==> config.mk <==
export PLATFORM = sky130hd
export DESIGN_NAME = spi_target
export DESIGN_NICKNAME = d
export VERILOG_FILES = /design/src/rtl/spi_pkg.sv /design/src/rtl/spi_rx_fifo.sv /design/src/rtl/spi_target.sv
export SDC_FILE = /design/constraint.sdc
export NUM_CORES = 1
export LEC_CHECK = 0
export CORE_MARGIN = 3
export CORE_UTILIZATION = 51
export DETAILED_ROUTE_END_ITERATION = 8
export PLACE_DENSITY = 0.8
export SLEW_MARGIN = 20
export SYNTH_ARGS = -nofsm -noshare
export SYNTH_HDL_FRONTEND = slang
export SYNTH_SLANG_ARGS = --single-unit
==> constraint.sdc <==
create_clock -name clk -period 4.9 [get_ports clk]
set_input_delay 1.225 -clock clk [delete_from_list [all_inputs] [get_ports clk]]
set_output_delay 1.225 -clock clk [all_outputs]
set_load 0.02 [all_outputs]
==> src/rtl/spi_pkg.sv <==
// rtl/spi_pkg.sv - shared SPI link types and register offsets
package spi_pkg;

  localparam logic [7:0] REG_RX_DATA = 8'h00;
  localparam logic [7:0] REG_TX_DATA = 8'h04;
  localparam logic [7:0] REG_STATUS  = 8'h08;
  localparam logic [7:0] REG_COUNT   = 8'h0C;

  typedef struct packed {
    logic       dc;
    logic [7:0] data;
  } rx_entry_t;

  typedef enum logic {IDLE, ACTIVE} spi_tgt_state_t;

endpackage

==> src/rtl/spi_rx_fifo.sv <==
// rtl/spi_rx_fifo.sv - synchronous receive FIFO of dc-tagged bytes
module spi_rx_fifo
  import spi_pkg::*;
#(
  parameter int DEPTH = 8
) (
  input  logic                   clk,
  input  logic                   reset_n,
  input  logic                   push,
  input  rx_entry_t              push_data,
  input  logic                   pop,
  output rx_entry_t              head,
  output logic                   full,
  output logic                   empty,
  output logic [$clog2(DEPTH):0] count
);

  localparam int AW = $clog2(DEPTH);

  rx_entry_t   mem [DEPTH];
  logic [AW:0] wr_ptr;
  logic [AW:0] rd_ptr;
  logic        do_push;
  logic        do_pop;

  // Extra pointer bit separates full (MSBs differ) from empty (all equal).
  assign empty   = (wr_ptr == rd_ptr);
  assign full    = (wr_ptr[AW] != rd_ptr[AW]) && (wr_ptr[AW-1:0] == rd_ptr[AW-1:0]);
  assign count   = wr_ptr - rd_ptr;
  assign do_pop  = pop && !empty;
  assign do_push = push && (!full || do_pop);
  assign head    = mem[rd_ptr[AW-1:0]];

  always_ff @(posedge clk or negedge reset_n) begin
    if (!reset_n) begin
      wr_ptr <= '0;
      rd_ptr <= '0;
    end else begin
      if (do_push) wr_ptr <= wr_ptr + 1'b1;
      if (do_pop)  rd_ptr <= rd_ptr + 1'b1;
    end
  end

  always_ff @(posedge clk) begin
    if (do_push) mem[wr_ptr[AW-1:0]] <= push_data;
  end

endmodule

==> src/rtl/spi_target.sv <==
// rtl/spi_target.sv - SPI mode-0 target receiver with RX FIFO and bus registers
module spi_target
  import spi_pkg::*;
#(
  parameter int FIFO_DEPTH  = 8,
  parameter int SYNC_STAGES = 2
) (
  input  logic        clk,
  input  logic        reset_n,
  input  logic [31:0] address_in,
  input  logic        sel_in,
  input  logic        read_in,
  input  logic [3:0]  write_mask_in,
  input  logic [31:0] write_value_in,
  output logic [31:0] read_value_out,
  output logic        ready_out,
  input  logic        spi_clk_in,
  input  logic        spi_mosi_in,
  input  logic        spi_cs_n_in,
  input  logic        spi_dc_in,
  output logic        spi_miso_out,
  output logic        irq_out
);

  localparam int CW = $clog2(FIFO_DEPTH) + 1;

  logic [SYNC_STAGES-1:0] sck_sr, mosi_sr, cs_sr, dc_sr, settle_sr;
  logic                   sck_prev;
  logic                   sck, mosi, cs_n, dc, settled;
  logic                   sck_rise, sck_fall;

  spi_tgt_state_t state;
  logic [2:0]     bit_cnt;
  logic [6:0]     rx_shift;
  logic [7:0]     tx_shift;
  logic [7:0]     tx_reg;
  logic           dc_lat;
  logic           armed;
  logic           frame_err;
  logic           overrun;

  logic [7:0]     offset;
  logic           bus_wr, status_wr, tx_wr;
  logic           rd_req, rd_req_prev, pop;
  logic           push, overrun_set;
  rx_entry_t      push_data, fifo_head;
  logic           fifo_full, fifo_empty;
  logic [CW-1:0]  fifo_count;
  logic           unused_bits;

  assign unused_bits = &{1'b0, address_in[31:8], write_value_in[31:8], write_value_in[2:0]};

  always_ff @(posedge clk or negedge reset_n) begin
    if (!reset_n) begin
      sck_sr    <= '0;
      mosi_sr   <= '0;
      cs_sr     <= '1;
      dc_sr     <= '0;
      settle_sr <= '0;
      sck_prev  <= 1'b0;
    end else begin
      sck_sr    <= {sck_sr[SYNC_STAGES-2:0], spi_clk_in};
      mosi_sr   <= {mosi_sr[SYNC_STAGES-2:0], spi_mosi_in};
      cs_sr     <= {cs_sr[SYNC_STAGES-2:0], spi_cs_n_in};
      dc_sr     <= {dc_sr[SYNC_STAGES-2:0], spi_dc_in};
      settle_sr <= {settle_sr[SYNC_STAGES-2:0], 1'b1};
      sck_prev  <= sck;
    end
  end

  assign sck      = sck_sr[SYNC_STAGES-1];
  assign mosi     = mosi_sr[SYNC_STAGES-1];
  assign cs_n     = cs_sr[SYNC_STAGES-1];
  assign dc       = dc_sr[SYNC_STAGES-1];
  assign settled  = settle_sr[SYNC_STAGES-1];
  assign sck_rise = sck && !sck_prev;
  assign sck_fall = !sck && sck_prev;

  assign offset    = address_in[7:0];
  assign bus_wr    = sel_in && (|write_mask_in);
  assign status_wr = bus_wr && (offset == REG_STATUS);
  assign tx_wr     = bus_wr && (offset == REG_TX_DATA);
  assign rd_req    = sel_in && read_in && (offset == REG_RX_DATA);
  assign pop       = rd_req && !rd_req_prev;
  assign ready_out = sel_in;

  assign push        = (state == ACTIVE) && !cs_n && sck_rise && (bit_cnt == 3'd7);
  assign push_data   = {dc_lat, rx_shift, mosi};
  assign overrun_set = push && fifo_full && !pop;
  assign irq_out     = !fifo_empty || overrun;

  // A frame is only accepted after CS_N has been seen high once the synchronizers
  // carry real samples, so a frame cut by reset is ignored until it restarts.
  always_ff @(posedge clk or negedge reset_n) begin
    if (!reset_n) begin
      state        <= IDLE;
      bit_cnt      <= '0;
      rx_shift     <= '0;
      tx_shift     <= '0;
      dc_lat       <= 1'b0;
      armed        <= 1'b0;
      frame_err    <= 1'b0;
      spi_miso_out <= 1'b0;
    end else begin
      if (settled && cs_n) armed <= 1'b1;
      if (status_wr && write_value_in[4]) frame_err <= 1'b0;
      spi_miso_out <= (state == ACTIVE) ? tx_shift[7] : 1'b0;
      case (state)
        IDLE: begin
          if (armed && !cs_n) begin
            state    <= ACTIVE;
            bit_cnt  <= '0;
            tx_shift <= tx_reg;
          end
        end
        ACTIVE: begin
          if (cs_n) begin
            if (bit_cnt != 3'd0) frame_err <= 1'b1;
            state <= IDLE;
          end else if (sck_rise) begin
            rx_shift <= {rx_shift[5:0], mosi};
            if (bit_cnt == 3'd0) dc_lat <= dc;
            if (bit_cnt == 3'd7) begin
              bit_cnt  <= '0;
              tx_shift <= tx_reg;
            end else begin
              bit_cnt <= bit_cnt + 3'd1;
            end
          // No shift at a byte boundary: the freshly loaded MSB must reach the next rise.
          end else if (sck_fall && bit_cnt != 3'd0) begin
            tx_shift <= {tx_shift[6:0], 1'b0};
          end
        end
        default: state <= IDLE;
      endcase
    end
  end

  always_ff @(posedge clk or negedge reset_n) begin
    if (!reset_n) begin
      overrun     <= 1'b0;
      tx_reg      <= 8'h00;
      rd_req_prev <= 1'b0;
    end else begin
      rd_req_prev <= rd_req;
      if (tx_wr) tx_reg <= write_value_in[7:0];
      if (status_wr && write_value_in[3]) overrun <= 1'b0;
      if (overrun_set) overrun <= 1'b1;
    end
  end

  always_comb begin
    read_value_out = '0;
    if (sel_in && read_in) begin
      case (offset)
        REG_RX_DATA: if (!fifo_empty) read_value_out = {23'b0, fifo_head};
        REG_STATUS:  read_value_out = {27'b0, frame_err, overrun, (state == ACTIVE),
                                       fifo_full, fifo_empty};
        REG_COUNT:   read_value_out = {{(32-CW){1'b0}}, fifo_count};
        default:     read_value_out = '0;
      endcase
    end
  end

  spi_rx_fifo #(.DEPTH(FIFO_DEPTH)) u_fifo (
    .clk       (clk),
    .reset_n   (reset_n),
    .push      (push),
    .push_data (push_data),
    .pop       (pop),
    .head      (fifo_head),
    .full      (fifo_full),
    .empty     (fifo_empty),
    .count     (fifo_count)
  );

endmodule
# Word level (Yosys, flattened, before mapping)
# Memory sizes are Yosys's and may differ from the RTL's.
# Index checks and enable logic that the tools add are counted.
# W data, S select, Z words.
# word_totals
mem_count,1
elab_cells,103
inputBits,76
ramBits,72
output_inout_bits,35
register_bits,52
# classes
eq_ne,12
mux,26
bitwise,2
n_addsub,4
reduce_logical,39
# memory_table
memory,words,width,read_ports,rd_clocked_by_memory_dff,wr,line,source
u_fifo.mem,8,9,1,0,1,spi_rx_fifo.sv:20,rx_entry_t mem [DEPTH];
# op_table
cell,count
$mux W8,5
$mux W32,1
$pmux W9 S3,1
$logic_and A1 B1 Y1,21
$eq A8 B4 Y1 const B,2
$pmux W8 S2,1
$mux W3,4
$mux W1,11
$mux W9,1
$add A4 B1 Y4 const B,2
$eq A8 B3 Y1 const B,1
$logic_not A8 Y1,1
$reduce_and A4 Y1,2
$logic_not A1 Y1,7
$ne A2 B2 Y1 const B,3
$ne A3 B2 Y1 const B,2
$pmux W3 S2,1
$reduce_and A3 Y1,2
$eq A4 B4 Y1,1
$reduce_or A4 Y1,1
$sub A4 B4 Y4,1
$add A3 B1 Y3 const B,1
$eq A3 B3 Y1,1
$eq A3 B3 Y1 const B,1
other kinds (7),9

# Depth between registers and ports, before layout
# Gate-level depths: netlist (run 1).
# depth
depth_word,8
ltp_mapped,9
ltp_nobuf,8

# Hierarchy
# From an unflattened synthesis (run 1), not the netlist that was laid out.
# hier_totals
hier_cells,360
hier_area_um2,5465.2
# by_module_without_submodules
module,seq_area_each_um2,cells_each,n_inst,area_each_um2
spi_rx_fifo,2362.3,181,1,3288.2
spi_target,1103.6,179,1,2177.1

# Least setup slack after synthesis (run 1)
# Ideal clock, no wire load.
# synth_path
kind,input to output
from,input port address_in[1]
to,output port read_value_out[4]
path_slack_ns,1.108
stages,4
path_buffers,0
t_arrival_ns,2.567
t_required_ns,3.675
cell_sequence,nor4_4 > and2_2 > nand4_1 > o32ai_1
# synth_between
elab_chain_cells,3
# synth_rtl
element,line,source
from (decl),spi_target.sv:10,"input logic [31:0] address_in,"
$eq A8 B4 Y1 or $logic_not A8 Y1 (tied branches),spi_target.sv:155,case (offset)
$pmux W9 S3 (*),spi_target.sv:155,
$mux W32 (*),spi_target.sv:154,if (sel_in && read_in) begin
to (decl),spi_target.sv:15,"output logic [31:0] read_value_out,"
# Mark *: on every way between the ends. The rest lies on a longest branch, timed or not.

# Final worst setup path (run 1)
# layout_path
from,input port address_in[3]
to,output port read_value_out[1]
# The elaborated chain is that of the path after synthesis.

==> results of run 1 <==
-- final timing paths --
check	startpoint	end	cells after the start
max in group asynchronous	reset_n	rx_shift[4]$_DFFE_PN0P_	2
setup / recovery	address_in[3]	read_value_out[1]	6
min in group asynchronous	reset_n	tx_shift[1]$_DFFE_PN0P_	2
hold reg to reg	settle_sr[0]$_DFF_PN0_	settle_sr[1]$_DFF_PN0_	0
hold / removal	settle_sr[0]$_DFF_PN0_	settle_sr[1]$_DFF_PN0_	0
setup reg to reg	u_fifo.rd_ptr[0]$_DFFE_PN0P_	u_fifo.mem[2][1]$_DFFE_PP_	7
-- power groups by stage --
stage               Sequential [W]  Clock [W]  Combinational [W]
global route               0.00125    0.00121           0.000160
finish                     0.00124    0.00115           0.000144
global placement           0.00125          0           0.000136
CTS                        0.00124    0.00116           0.000145
detailed placement         0.00126          0           0.000142
floorplan                  0.00124          0           0.000105
-- per-layer routing --
layer  vias to the layer above  part of all wire [%]  global-route usage (%)
li1                       1324                     -                       -
met3                        21                   3.5                    4.30
met5                         -                     0                       0
met4                         0                   2.7                    8.84
met1                      1491                    42                    24.0
met2                        78                    51                    31.3
-- per-stage QoR --
step | cell area [µm²] | utilization [%] | total power [W]
3_5_place_dp | 5900 | 59.0 | 0.00140
2_1_floorplan | 5430 | - | 0.00134
5_1_grt | 6450 | 64.5 | 0.00262
6_report | 6450 | 64.5 | 0.00253
3_3_place_gp | 5900 | 59.0 | 0.00139
4_1_cts | 6450 | 64.5 | 0.00255
-- cells in the final DEF, fill, tap and decap left out, types with 12 or more instances in the layout --
| cell type | count |
|---|---|
| edfxtp_1 | 72 |
| dfrtp_1 | 50 |
| clkdlybuf4s50_1 | 38 |
| mux2_2 | 32 |
| conb_1 | 24 |
| mux4_2 | 18 |
| buf_4 | 17 |
| clkbuf_16 | 16 |
| nand2_1 | 14 |
| inv_1 | 12 |
-- cell type report --
type                            instances  share of cell area, %
Tap cell                              133                   2.58
Multi-Input combinational cell        180                   26.5
Sequential cell                       124                   53.7
Clock buffer                           17                   6.42
Inverter                               12                  0.698
Clock inverter                         15                   2.13
Timing Repair Buffer                   56                   7.95
-- kinds of logic (layout without fill, tap and decap cells) --
family          Yosys count  after routing  synth area share (%)
buf+inv                  46            100                  5.12
compound gates           27             27                  3.60
mux                      57             57                  15.7
other cells               2             24                 0.140
simple gates             55             55                  7.04
flops                   124            124                  64.8
xor+xnor                  8              8                  1.31
fa+ha+maj                 9              9                  2.25
-- worst max-delay path, delay by kind of cell --
kind | cells | cell delay (ns)
AO/OA/AOI/OAI | 1 | 0.26
buffers and inverters | 2 | 1.14
AND/OR/NAND/NOR | 3 | 0.84
==> results.json, run 1 <==
{
  "status": "completed",
  "clk_root_buffer_cell": "clkbuf_8",
  "clockBufferDepth": 2,
  "placedCellCount": 505,
  "fillCellCount": 695,
  "dr.pass1.iters": 4,
  "insertion_delay_ns": 0.51,
  "synth.most_common_cell": "edfxtp_1",
  "routed_wl_mm": 10.1,
  "cts_hold_buf": 0,
  "power.density_nw_per_um2": 392,
  "path_clk_slew_ns": 0.06,
  "io_pins": 111,
  "min_period_over_period_pct": 96.0,
  "slew_viol_final": 0,
  "fin_tns_setup_ns": 0,
  "synthArstFlopShare_pct": 41.9,
  "synth_ff_type": "edfxtp_1",
  "grt_max_degree": 53,
  "vias": 2914,
  "syn_avg_cell_area_um2": 16.3,
  "synth_cell_types": 54,
  "cp_cell_sequence": "clkdlybuf4s50_1 > and4bb_1 > and3_1 > nand2_1 > o22ai_1 > clkdlybuf4s50_1",
  "skew_ns": 0.00806,
  "path_max_fanout": 9,
  "power.leakage_nw": 2.54,
  "hp-class": "reg -> reg",
  "power_frac_clock_pct": 45.3,
  "grt.overflow.total": 0,
  "hpwl_mm": 6.65,
  "start_util_pct": 53.5,
  "rows": 36,
  "grtUsageTotal_pct": 19.0,
  "drc": 0,
  "cts_made_buffers": 17,
  "r2r_slack_ns": 2.09,
  "synth_top_area_share_pct": 40.4,
  "min_period_ns": 4.71,
  "routabilityCongestion": 0.797,
  "synthToLayoutAreaGrowth_pct": 20.6,
  "rsz0062_at_grt": "false",
  "synthTopCellsByArea": "edfxtp_1 40%, dfrtp_1 23%, mux4_2 7.6%",
  "p_seq_share_pct": 49.0,
  "start_kind": "input port",
  "seq_area_frac_synth_pct": 64.8,
  "p_int_w": 0.00193,
  "ir_worst_vdd_v": 0.000232,
  "ff_latch_area_um2": 3470,
  "crit_type": "in -> out",
  "final_nets": 476,
  "synthCells": 328,
  "drtIter0Drc": 166,
  "die-area_um2": 11800,
  "synth_edf_count": 72,
  "max_freq_ghz": 0.213,
  "p_sw_w": 0.000600,
  "cp.arrival_ns": 3.48,
  "grt_antenna_before_repair": 0,
  "vias_per_cell": 5.43,
  "grt_pass1_vias": 3110,
  "required_ns": 3.67,
  "cts_num_sinks": 124,
  "ys.warnings.count": 0,
  "cap_violations": 0,
  "stdcell_count": 537,
  "ys_seq_elements": 124,
  "largest_reg_flops": 72,
  "multi_input_area_um2": 1710,
  "hold_ws_ns": 0.348,
  "coreArea_um2": 10000,
  "cts_tree": "done",
  "crit_slowest_cell": "clkdlybuf4s50_1",
  "diodes": 0,
  "cpPeakStageDelay_ns": 0.65,
  "die_y_um": 108,
  "synth_common_cells": "72 x edfxtp_1, 50 x dfrtp_1, 32 x mux2_2, 24 x buf_4, 18 x mux4_2",
  "drive_gt1_share_pct": 28.7,
  "slew_headroom_pct": 36.5,
  "p_sw_share_pct": 23.7,
  "ant_nets": 0,
  "yosysTopAreaCell": "edfxtp_1",
  "dp_slack_ns": 0.198,
  "setup_viol": 0,
  "worst_slew_pin_slew_ns": 0.946,
  "crit_path_end_kind": "primary output",
  "worst_path_most_repeated_cell": "clkdlybuf4s50_1",
  "port-buffer-count": 39,
  "netlist_area_um2": 5350,
  "hold_viol_final": 0,
  "grt_pass1_wl_mm": 16.3,
  "die_x_um": 108,
  "fin_ws_ns": 0.194,
  "avgRoutedWirePerCell_um": 18.8,
  "comb_power_share_pct": 5.7,
  "cts_setup_buffers": 0,
  "cts_resized": 0,
  "htree_num_levels": 4
}
Power figures use the tool's default switching activity.
==> run 2, diff against run 1 <==
Settings changed: CORE_UTILIZATION 51 to 46, PLACE_DENSITY 0.8 to 0.76.
Clock period 4.9 ns to 4.3 ns, I/O delays scaled along.
==> run 2 against run 1 <==
Against the previous run: global-route usage shrank 2.4 points; critical path depth grew 1; combinational power grew 13%; count of clock-buffer cells in the layout grew 5; register-to-register slack lost 0.22 ns; non-clock buffer count grew 6.
==> results.json, run 2 (same netlist as run 1, synthesis figures left out) <==
{
  "drtIter0Drc": 127,
  "cts_made_buffers": 17,
  "ir_worst_vdd_v": 0.000251,
  "die_y_um": 114,
  "worst_slew_pin_slew_ns": 0.970,
  "routabilityCongestion": 0.792,
  "hold_viol_final": 0,
  "finalInstanceArea_um2": 6520,
  "grtUsageTotal_pct": 16.6,
  "cp_cell_sequence": "clkdlybuf4s50_1 > nor4_4 > and2_2 > nand4_1 > buf_4 > o22ai_1 > dlygate4sd2_1",
  "fin_tns_setup_ns": 0,
  "whs_path_depth": 0,
  "grt.overflow.total": 0,
  "place_area_um2": 5930,
  "min_period_ns": 4.10,
  "grt_antenna_before_repair": 0,
  "clockBufferDepth": 2,
  "required_ns": 3.22,
  "multi_input_area_um2": 1700,
  "path_max_fanout": 4,
  "hold_path_end": "settle_sr[1]$_DFF_PN0_",
  "hp-class": "reg -> reg",
  "drive_gt1_share_pct": 29.0,
  "path_clk_slew_ns": 0.05,
  "crit_type": "in -> out",
  "insertion_delay_ns": 0.41,
  "start_kind": "input port",
  "cts_num_sinks": 124,
  "io_pins": 111,
  "hp-start": "settle_sr[0]$_DFF_PN0_",
  "vias": 2931,
  "die-area_um2": 13000,
  "start_util_pct": 48.3,
  "crit_path_end_kind": "primary output",
  "crit-reg2reg-launch": "u_fifo.wr_ptr[0]$_DFFE_PN0P_",
  "r2r-end": "u_fifo.mem[6][2]$_DFFE_PP_",
  "avgRoutedWirePerCell_um": 18.2,
  "die_x_um": 114,
  "cpPeakStageDelay_ns": 0.46,
  "rows": 38,
  "htree_num_levels": 4,
  "clk_root_buffer_cell": "clkbuf_16",
  "cap_violations": 0,
  "slew_viol_final": 0,
  "ant_nets": 0,
  "power.density_nw_per_um2": 451,
  "r2r_slack_ns": 1.87,
  "hpwl_mm": 6.61,
  "power.leakage_nw": 2.70,
  "largest_reg_flops": 72,
  "fillCellCount": 832,
  "crit_slowest_cell": "clkdlybuf4s50_1",
  "diodes": 0,
  "grt_pass1_vias": 3054,
  "synthToLayoutAreaGrowth_pct": 22.0,
  "r2r_cells": 6,
  "port-buffer-count": 39,
  "coreArea_um2": 11100,
  "slew_headroom_pct": 34.9,
  "post-route-util_pct": 58.9,
  "most-common-layout-cells": "72 x edfxtp_1, 50 x dfrtp_1, 32 x mux2_2",
  "ff_latch_area_um2": 3470,
  "final_nets": 482,
  "cts_tree": "done",
  "stdcell_count": 550,
  "routed_wl_mm": 10.0,
  "rsz0062_at_grt": "false",
  "cp.arrival_ns": 3.03,
  "vias_per_cell": 5.33,
  "cts_hold_buf": 0,
  "min_period_over_period_pct": 95.4,
  "final_common_cell": "edfxtp_1",
  "dr.pass1.iters": 4,
  "drc": 0,
  "skew_ns": 0.0110,
  "grt_pass1_wl_mm": 16.0,
  "status": "completed",
  "grt_max_degree": 29,
  "max_freq_ghz": 0.244,
  "setup_viol": 0,
  "placedCellCount": 517
}
[run 2: changes by cell type in the layout (fill, tap and decap cells not counted), sizes merged]
cell,delta
clkbuf,+5
clkinvlp,-4
inv,-4
bufinv,+1
dlymetal6s2s,+4
clkinv,+2
buf,+6
dlygate4sd2,+5
clkdlybuf4s50,-9
[run 2: report_power, final]
group / internal, W / total (W) / switching [W]
Sequential: 0.00135 / 0.00141 / 0.0000646
Clock: 0.000884 / 0.00137 / 0.000487
Combinational: 0.0000821 / 0.000162 / 0.0000801
Total: 0.00231 / 0.00295 / 0.000632
[run 2: critical path: cells and delay by family]
family          cells  cell delay [ns]
compound gates      1             0.22
buf+inv             3             1.01
simple gates        3             0.72
[run 2: worst max path at each step]
| stage | to | slack [ns] | from |
|---|---|---|---|
| finish | read_value_out[3] | 0.20 | address_in[4] |
| global route | read_value_out[3] | 0.13 | address_in[4] |
| CTS | read_value_out[7] | 0.006 | address_in[4] |
| detailed placement | read_value_out[3] | -0.15 | address_in[1] |
| global placement | read_value_out[3] | -0.11 | address_in[1] |
| floorplan | read_value_out[4] | 0.81 | address_in[1] |
[run 2: cell type report]
cell class                 count  area share (%)
clock buffer                  22            7.12
clock inverter                10            1.76
inverter                      12           0.690
multi-input combinational    180            26.0
sequential                   124            53.1
tap                          140            2.69
timing repair buffer          62            8.61
[run 2: repair_timing]
| item | in CTS | in global routing |
|---|---|---|
| setup buffers | 1 | 0 |
| gates resized for setup | 5 | 4 |
| setup endpoints to repair | 8 | 4 |
| pin swaps | 1 | 0 |
[run 2: layer usage]
metal  vias up  GRT usage [%]  part of all wire (%)
met5         -              0                     0
met4         0           7.13                   1.9
met3        14           5.57                   5.5
met2        82           27.0                    52
met1      1500           20.4                    40
li1       1335              -                     -
[run 2: per-stage QoR]
stage / total power (W) / setup WS [ns] / hold slack [ns]
final: 0.00295 / 0.199 / 0.348
after floorplan: 0.00153 / 0.808 / 0.331
after global placement: 0.00158 / -0.114 / 0.332
after detailed placement: 0.00160 / -0.152 / 0.337
after CTS: 0.00297 / 0.00557 / 0.349
after global routing: 0.00306 / 0.125 / 0.361
==> run 3, diff against run 2 <==
Settings changed: CORE_MARGIN 3 to not set, CORE_UTILIZATION 46 to 51, DONT_BUFFER_PORTS set to 1, PLACE_DENSITY 0.76 to 0.69.
==> run 3 against run 2 <==
Against the previous run: register-to-register slack worse by 0.45 ns; cell count decreased by 9.5%; non-clock buffer count decreased by 48; sequential share of layout area grew 3.6 points; global-route usage rose by 2.5 points; final area shrank 6.3%; fmax up 11%; clock skew decreased by 0.0032 ns; routed wire length is 7.7% lower; sequential power about the same; largest power group is now clock.
==> results.json, run 3 (same netlist as run 1, synthesis figures left out) <==
{
  "crit_path_end_kind": "primary output",
  "grt.overflow.total": 0,
  "rsz0062_at_grt": "false",
  "start_util_pct": 52.3,
  "fin_ws_ns": 0.594,
  "crit_type": "reg -> out",
  "r2r-end": "u_fifo.mem[5][0]$_DFFE_PP_",
  "vias_per_cell": 5.43,
  "skew_ns": 0.00782,
  "largest_reg_flops": 72,
  "routed_wl_mm": 9.26,
  "fin_tns_setup_ns": 0,
  "required_ns": 3.22,
  "cp.arrival_ns": 2.63,
  "min_period_over_period_pct": 86.2,
  "ant_nets": 0,
  "total_power_w": 0.00299,
  "clockBufferDepth": 2,
  "setup_viol": 0,
  "final_common_cell": "edfxtp_1",
  "cts_tree": "done",
  "max_freq_ghz": 0.270,
  "avgRoutedWirePerCell_um": 18.6,
  "crit-reg2reg-launch": "u_fifo.wr_ptr[0]$_DFFE_PN0P_",
  "fillCellCount": 769,
  "port-buffer-count": 0,
  "worst_slew_pin_slew_ns": 0.974,
  "most-common-layout-cells": "72 x edfxtp_1, 50 x dfrtp_1, 32 x mux2_2",
  "drive_gt1_share_pct": 30.9,
  "start_kind": "register",
  "slew_viol_final": 0,
  "grt_pass1_wl_mm": 15.1,
  "insertion_delay_ns": 0.52,
  "power.leakage_nw": 2.41,
  "placedCellCount": 466,
  "grt_max_degree": 53,
  "stdcell_count": 498,
  "die-area_um2": 10900,
  "cts_made_buffers": 17,
  "io_pins": 111,
  "routabilityCongestion": 0.774,
  "dp_slack_ns": 0.693,
  "r2r_cells": 7,
  "cts_num_sinks": 124,
  "vias": 2703,
  "ir_worst_vdd_v": 0.000283,
  "grtUsageTotal_pct": 19.1,
  "min_period_ns": 3.71,
  "cpPeakStageDelay_ns": 0.55,
  "grt_antenna_before_repair": 0,
  "diodes": 0,
  "cts_setup_buffers": 0,
  "cp_cell_sequence": "inv_1 > ha_1 > nand4_1 > nand2_1 > o22ai_1",
  "place_area_um2": 5500,
  "crit_family": "compound AO/OA/AOI/OAI gates",
  "power.density_nw_per_um2": 489,
  "die_y_um": 104,
  "finalInstanceArea_um2": 6110,
  "path_clk_slew_ns": 0.05,
  "cp_num_buf_inv": 1,
  "dr.pass1.iters": 4,
  "die_x_um": 104,
  "hold_viol_final": 0,
  "drtIter0Drc": 124,
  "path_max_fanout": 9,
  "rows": 37,
  "htree_num_levels": 4,
  "r2r_slack_ns": 1.42,
  "coreArea_um2": 10200,
  "synthToLayoutAreaGrowth_pct": 14.3,
  "clk_root_buffer_cell": "clkbuf_8",
  "cts_resized": 0,
  "final_nets": 434,
  "slew_headroom_pct": 34.6,
  "hp-class": "in -> async",
  "cts_hold_buf": 0,
  "drc": 0,
  "cap_violations": 0,
  "status": "completed",
  "hpwl_mm": 5.89,
  "crit_slowest_cell": "o22ai_1",
  "grt_pass1_vias": 2764
}
run 3: per-stage QoR:
stage	util, %	hold slack [ns]
after floorplan	-	0.331
after global placement	53.7	0.332
after detailed placement	53.7	0.335
after CTS	59.7	0.220
after global routing	59.7	0.218
final	59.7	0.251
run 3: area by class of cell:
cell class | instances | area (µm²) | share of cell area, %
flip-flops and latches | 124 | 3470 | 56.7
well taps | 136 | 170 | 2.78
inverters | 12 | 45.0 | 0.737
repair buffers | 14 | 105 | 1.72
clock buffers | 21 | 449 | 7.35
multi-input cells | 180 | 1710 | 28.0
clock inverters | 11 | 166 | 2.72
run 3: layer usage:
metal	track usage [%]	wire, µm	vias up
li1	-	-	1244
met1	26.3	4320	1378
met2	27.9	4400	67
met3	6.14	381	14
met4	8.78	155	0
met5	0	0	-
run 3: how the worst max path moves through the flow:
stage / startpoint / end / slack, ns / cells after the start
global route: u_fifo.wr_ptr[0]$_DFFE_PN0P_ / read_value_out[3] / 0.35 / 5
finish: u_fifo.wr_ptr[0]$_DFFE_PN0P_ / read_value_out[3] / 0.59 / 5
detailed placement: address_in[1] / read_value_out[3] / 0.69 / 4
CTS: u_fifo.wr_ptr[0]$_DFFE_PN0P_ / read_value_out[3] / 0.52 / 5
floorplan: address_in[1] / read_value_out[4] / 0.81 / 4
global placement: address_in[1] / read_value_out[3] / 0.70 / 4
run 3: power breakdown:
| part | leakage (nW) | internal [W] | total [W] | switching [W] |
|---|---|---|---|---|
| clock | 0.294 | 0.000969 | 0.00146 | 0.000489 |
| sequential | 1.31 | 0.00135 | 0.00141 | 0.0000658 |
| combinational | 0.807 | 0.0000566 | 0.000118 | 0.0000616 |
| total | 2.41 | 0.00237 | 0.00299 | 0.000616 |
run 3: worst register-to-register path, delay by kind of cell, from the launching register on:
family | cells | cell delay [ns]
compound gates | 1 | 0.34
fa+ha+maj | 1 | 0.34
simple gates | 3 | 0.94
flops | 1 | 0.54
buf+inv | 2 | 0.46
